<file path="src/rtl/pipe_adder_pkg.sv">
// Shared constants and elaboration-time helpers for the pipelined adder/subtractor.
package pipe_adder_pkg;

    localparam int unsigned PA_DEFAULT_WIDTH  = 32;
    localparam int unsigned PA_DEFAULT_STAGES = 4;

    function automatic logic pa_params_ok(input int unsigned width, input int unsigned stages);
        return (width >= 2) && (stages >= 1) && ((width % stages) == 0);
    endfunction

endpackage

</file>
<file path="src/rtl/adder_chunk.sv">
// Combinational ripple of 1-bit full-adder cells; exposes the carry into the MSB for overflow.
module adder_chunk
    import pipe_adder_pkg::*;
#(
    parameter int unsigned N = 8
) (
    input  logic [N-1:0] a_i,
    input  logic [N-1:0] b_i,
    input  logic         c_i,
    output logic [N-1:0] s_o,
    output logic         c_o,
    output logic         cmsb_o
);

    for (genvar i = 0; i < N; i++) begin : g_fa
        logic ci;
        logic co;

        if (i == 0) begin : g_lsb
            assign ci = c_i;
        end else begin : g_up
            assign ci = g_fa[i-1].co;
        end

        assign s_o[i] = a_i[i] ^ b_i[i] ^ ci;
        assign co     = (a_i[i] & b_i[i]) | (ci & (a_i[i] ^ b_i[i]));
    end

    assign c_o    = g_fa[N-1].co;
    assign cmsb_o = g_fa[N-1].ci;

endmodule

</file>
<file path="src/rtl/pipe_adder.sv">
// Pipelined two's-complement adder/subtractor: one CHUNK-bit ripple slice per stage,
// with operands skewed forward and partial results accumulated so all bits emerge together.
module pipe_adder
    import pipe_adder_pkg::*;
#(
    parameter int unsigned WIDTH  = PA_DEFAULT_WIDTH,
    parameter int unsigned STAGES = PA_DEFAULT_STAGES
) (
    input  logic             clk,
    input  logic             rst_n,
    input  logic             en,
    input  logic             in_valid,
    input  logic             sub,
    input  logic [WIDTH-1:0] a,
    input  logic [WIDTH-1:0] b,
    input  logic             cin,
    output logic             out_valid,
    output logic [WIDTH-1:0] sum,
    output logic             cout,
    output logic             ovf
);

    localparam int unsigned CHUNK = WIDTH / STAGES;

    if (!pa_params_ok(WIDTH, STAGES)) begin : g_param_check
        $error("pipe_adder: WIDTH must be >= 2, STAGES >= 1 and WIDTH divisible by STAGES");
    end

    for (genvar k = 0; k < STAGES; k++) begin : g_stg
        // AW: operand bits still unconsumed on entry; RW: result bits completed on exit.
        localparam int unsigned AW = WIDTH - k * CHUNK;
        localparam int unsigned RW = (k + 1) * CHUNK;

        logic [AW-1:0]    a_in;
        logic [AW-1:0]    b_in;
        logic             v_in;
        logic             sub_in;
        logic             c_in;
        logic [CHUNK-1:0] s_chunk;
        logic             c_out;
        logic             c_msb;
        logic             v_q;
        logic             c_q;
        logic             c_d;
        logic [RW-1:0]    res_q;
        logic [RW-1:0]    res_d;

        if (k == 0) begin : g_head
            assign a_in   = a;
            assign b_in   = b;
            assign v_in   = in_valid;
            assign sub_in = sub;
            assign c_in   = cin ^ sub;
            assign res_d  = s_chunk;
        end else begin : g_tail
            assign a_in   = g_stg[k-1].g_ops.a_q;
            assign b_in   = g_stg[k-1].g_ops.b_q;
            assign v_in   = g_stg[k-1].v_q;
            assign sub_in = g_stg[k-1].g_ops.sub_q;
            assign c_in   = g_stg[k-1].c_q;
            assign res_d  = {s_chunk, g_stg[k-1].res_q};
        end

        adder_chunk #(.N(CHUNK)) u_chunk (
            .a_i    (a_in[CHUNK-1:0]),
            .b_i    (b_in[CHUNK-1:0] ^ {CHUNK{sub_in}}),
            .c_i    (c_in),
            .s_o    (s_chunk),
            .c_o    (c_out),
            .cmsb_o (c_msb)
        );

        assign c_d = c_out;

        always_ff @(posedge clk) begin
            if (!rst_n) begin
                v_q   <= 1'b0;
                c_q   <= 1'b0;
                res_q <= '0;
            end else if (en) begin
                v_q <= v_in;
                if (v_in) begin
                    c_q   <= c_d;
                    res_q <= res_d;
                end
            end
        end

        if (k < STAGES - 1) begin : g_ops
            localparam int unsigned OW = AW - CHUNK;

            logic [OW-1:0] a_q;
            logic [OW-1:0] b_q;
            logic          sub_q;
            logic          unused_c_msb;

            assign unused_c_msb = c_msb;

            always_ff @(posedge clk) begin
                if (!rst_n) begin
                    a_q   <= '0;
                    b_q   <= '0;
                    sub_q <= 1'b0;
                end else if (en && v_in) begin
                    a_q   <= a_in[AW-1:CHUNK];
                    b_q   <= b_in[AW-1:CHUNK];
                    sub_q <= sub_in;
                end
            end
        end else begin : g_last
            logic ovf_q;

            always_ff @(posedge clk) begin
                if (!rst_n) begin
                    ovf_q <= 1'b0;
                end else if (en && v_in) begin
                    ovf_q <= c_msb ^ c_out;
                end
            end
        end
    end

    assign out_valid = g_stg[STAGES-1].v_q;
    assign sum       = g_stg[STAGES-1].res_q;
    assign cout      = g_stg[STAGES-1].c_q;
    assign ovf       = g_stg[STAGES-1].g_last.ovf_q;

endmodule

</file>
<file path="config.mk">
export PLATFORM = sky130hd
export DESIGN_NAME = pipe_adder
export DESIGN_NICKNAME = d
export VERILOG_FILES = /design/src/rtl/pipe_adder_pkg.sv /design/src/rtl/adder_chunk.sv /design/src/rtl/pipe_adder.sv
export SDC_FILE = /design/constraint.sdc
export NUM_CORES = 1
export LEC_CHECK = 0
export ABC_AREA = 1
export BUFFER_PORTS_ARGS = -buffer_cell sky130_fd_sc_hd__buf_2
export CORE_MARGIN = 3
export CORE_UTILIZATION = 23
export CTS_BUF_LIST = sky130_fd_sc_hd__clkbuf_8
export CTS_CLUSTER_SIZE = 16
export DETAILED_ROUTE_END_ITERATION = 7
export GPL_TIMING_DRIVEN = 0
export PLACE_DENSITY = 0.46
export SLEW_MARGIN = 5
export SYNTH_ARGS = -nofsm -noshare
export SYNTH_HDL_FRONTEND = slang
export SYNTH_SLANG_ARGS = --single-unit
</file>
<file path="constraint.sdc">
create_clock -name clk -period 5.2 [get_ports clk]
set_input_delay 0.52 -clock clk [delete_from_list [all_inputs] [get_ports clk]]
set_output_delay 0.52 -clock clk [all_outputs]
set_load 0.02 [all_outputs]
</file>
==> flow_summary_export.csv <==
group,metric,value,unit
floorplanning,die_y,188,um
clocking,worstSkewPairLatency,0.47,ns
global_routing,grt_use_total,0.113,
floorplanning,design.core.area,0.0320,mm2
finish,design_area,0.00907,mm2
setup_path,crit_family,"adder cells",
setup_path,worstPathArrival,4.56,ns
detailed_routing,via_per_inst,3.88,
placement,dp_hpwl,15600,um
floorplanning,die_x,188,um
clocking,cts_tree,"done",
timing,finalSetupViolCount,0,
detailed_routing,drt-initial-drc-count,226,
global_routing,grt_pass1_vias,5744,
yosys,seq_area_frac_synth,0.495,
finish,layout-drive-gt1-share,0.157,
timing,worstMarginPinSlew,0.664,ns
power,vdd_drop_max,129,uV
global_routing,antenna_found_initial,0,
timing,finalClockSkew,0.0135,ns
setup_path,cpPeakStageDelay,0.41,ns
timing,fin_crit,4.20,ns
clocking,cts_resized,0,
detailed_routing,post_drt_wl_per_cell,12.8,um
finish,syn_to_final_growth,19.4,%
timing,fin_crit_sh,0.807,
finish,final_net_count,1172,
clocking,cts_buffer_depth,2,
yosys,ys_warn_count,0,
detailed_routing,wirelength,19500,um
detailed_routing,num_vias,5890,
finish,layout_common_cells,"nor2_1, dfxtp_1, o21ai_0",
setup_path,critPathCaptureType,"flip-flop",
clocking,cts_buffers,17,
detailed_routing,ant_nets,0,
floorplanning,start_util,0.237,
placement,gp_routability_congestion,0.771,
clocking,cts_setup_buffers,0,
global_routing,grt_max_degree,20,
setup_path,cp.buffers_inverters,4,
power,p_leak,3.64,nW
clocking,cts_sinks,188,
placement,placed_area,0.00865,mm2
timing,maxSlewHeadroom,0.558,
timing,max_freq,238,MHz
timing,hold_viol_final,0,
yosys,synth-seq-cells,188,
setup_path,crit_path_start_kind,"flip-flop",
placement,io_buffers,102,
clocking,clk_transition_reported_paths,0.10,ns
timing,fin_setup_tns,0,ns
floorplanning,dieArea,0.0353,mm2
global_routing,grt_pass1_wl,31400,um
yosys,yosysUniqueCellTypes,16,
yosys,syn-num-nets,1051,
timing,maxSlewViolCount,0,
setup_path,critPathKind,"flip-flop to flip-flop",
finish,final_common_cell,"nor2_1",
timing,whs,0.300,ns
setup_path,critPathSlowestCell,"fa_1",
setup_path,required,5.56,ns
setup_path,path_cells,"buf_2, xnor2_1, fa_1, inv_1, fa_1, inv_1, fa_1, fa_1, fa_1, fa_1, fa_1, inv_1, fa_1, o21ai_0, nor2_1",
setup_path,worstPathMaxFanout,10,
detailed_routing,post-route-drc-count,0,
floorplanning,row_count,65,
setup_path,crit_top_cell,"fa_1",
finish,fillers,3619,
clocking,cts_max_level,4,
global_routing,grt_overflow_total,0,
power,p_per_area,310,mW/mm2
status,status,"finished clean",
clocking,cts_hold_buf,0,
timing,rsz0062_at_grt,"no",
yosys,avgSynthCellArea,8.01,um2
clocking,root_buffer,"clkbuf_8",
yosys,syn_inst,949,
detailed_routing,firstDrtPassIters,7,
floorplanning,ios,105,
hold_path,hold_path.class,"input port to flip-flop",
yosys,netlist_area,0.00760,mm2
run,max-cap-violations,0,
-- registers in the layout, indices dropped and copies added (netlist names) --
| name | cells |
|---|---|
| g_stg.g_ops.a_q | 48 |
| g_stg.g_ops.b_q | 48 |
| g_stg.res_q | 48 |
| sum | 32 |
| g_stg.c_q | 3 |
| g_stg.g_ops.sub_q | 3 |
| g_stg.v_q | 3 |
| cout | 1 |
| out_valid | 1 |
| ovf | 1 |
-- path summary, 6_finish.rpt --
check / start / to / slack, ns / cells past startpoint
worst min register to register: g_stg[2].v_q$_SDFFE_PN0P_ / g_stg[2].v_q$_SDFFE_PN0P_ / 0.48 / 2
worst min-delay path: b[27] / g_stg[0].g_ops.b_q[19]$_SDFFE_PN0P_ / 0.30 / 3
worst max-delay path: g_stg[1].g_ops.sub_q$_SDFFE_PN0P_ / g_stg[2].res_q[23]$_SDFFE_PN0P_ / 1.00 / 15
worst max register to register: g_stg[1].g_ops.sub_q$_SDFFE_PN0P_ / g_stg[2].res_q[23]$_SDFFE_PN0P_ / 1.00 / 15
-- through the flow --
step | cells | setup slack (ns) | power (W) | util
floorplan | 949 | 1.22 | 0.00175 | -
global placement | 1486 | 1.00 | 0.00186 | 0.270
detailed placement | 1486 | 0.968 | 0.00186 | 0.270
CTS | 1518 | 0.969 | 0.00286 | 0.283
global route | 1518 | 0.772 | 0.00297 | 0.283
finish | 1520 | 1.00 | 0.00281 | 0.283
-- cell families (layout without fill, tap and decap cells) --
kind of cell,count (synthesis),after routing,synth area share
buffers and inverters,106,240,0.0627
other,0,2,0
AOI/OAI and AO/OA,165,165,0.109
and+or+nand+nor,425,425,0.211
DFF,188,188,0.495
xor gates and xnor gates,33,33,0.0380
adders and majority gates,32,32,0.0843
-- per-layer routing --
| layer | track usage | vias up | wire [um] |
|---|---|---|---|
| li1 | - | 3195 | - |
| met1 | 0.153 | 2593 | 9640 |
| met2 | 0.182 | 89 | 8850 |
| met3 | 0.0213 | 13 | 744 |
| met4 | 0.0364 | 0 | 233 |
| met5 | 0 | - | 0 |
-- final cells by class --
cell class,instances,area [um2],share of cell area
antenna,2,5.00,0.000552
buffer,61,308,0.0339
clock buffer,17,234,0.0258
clock inverter,15,178,0.0196
inverter,45,169,0.0186
multi-input combinational,655,3360,0.370
sequential,188,3760,0.415
tap,435,544,0.0600
timing repair buffer,102,510,0.0563
-- Yosys cell counts (all sizes together) --
cell type | count | area (um2)
nor2 | 366 | 1370
dfxtp | 188 | 3760
o21ai | 160 | 801
nand2 | 59 | 229
inv | 45 | 169
fa | 32 | 641
clkbuf | 31 | 116
buf | 30 | 191
xnor2 | 23 | 201
xor2 | 10 | 87.6
a21oi | 5 | 25.0
-- tightest hold or removal path, delay by kind of cell --
| kind | cells | cell delay [ns] |
|---|---|---|
| buffers and inverters | 1 | 0.07 |
| AND/OR/NAND/NOR | 1 | 0.07 |
| AO/OA/AOI/OAI | 1 | 0.07 |
-- where the power goes --
part | total [W] | internal [W] | switching (W)
sequential | 0.00153 | 0.00150 | 0.0000312
combinational | 0.000290 | 0.000118 | 0.000172
clock | 0.000994 | 0.000408 | 0.000586
total | 0.00281 | 0.00202 | 0.000789
Note: power is estimated with default switching activity, not from simulation.
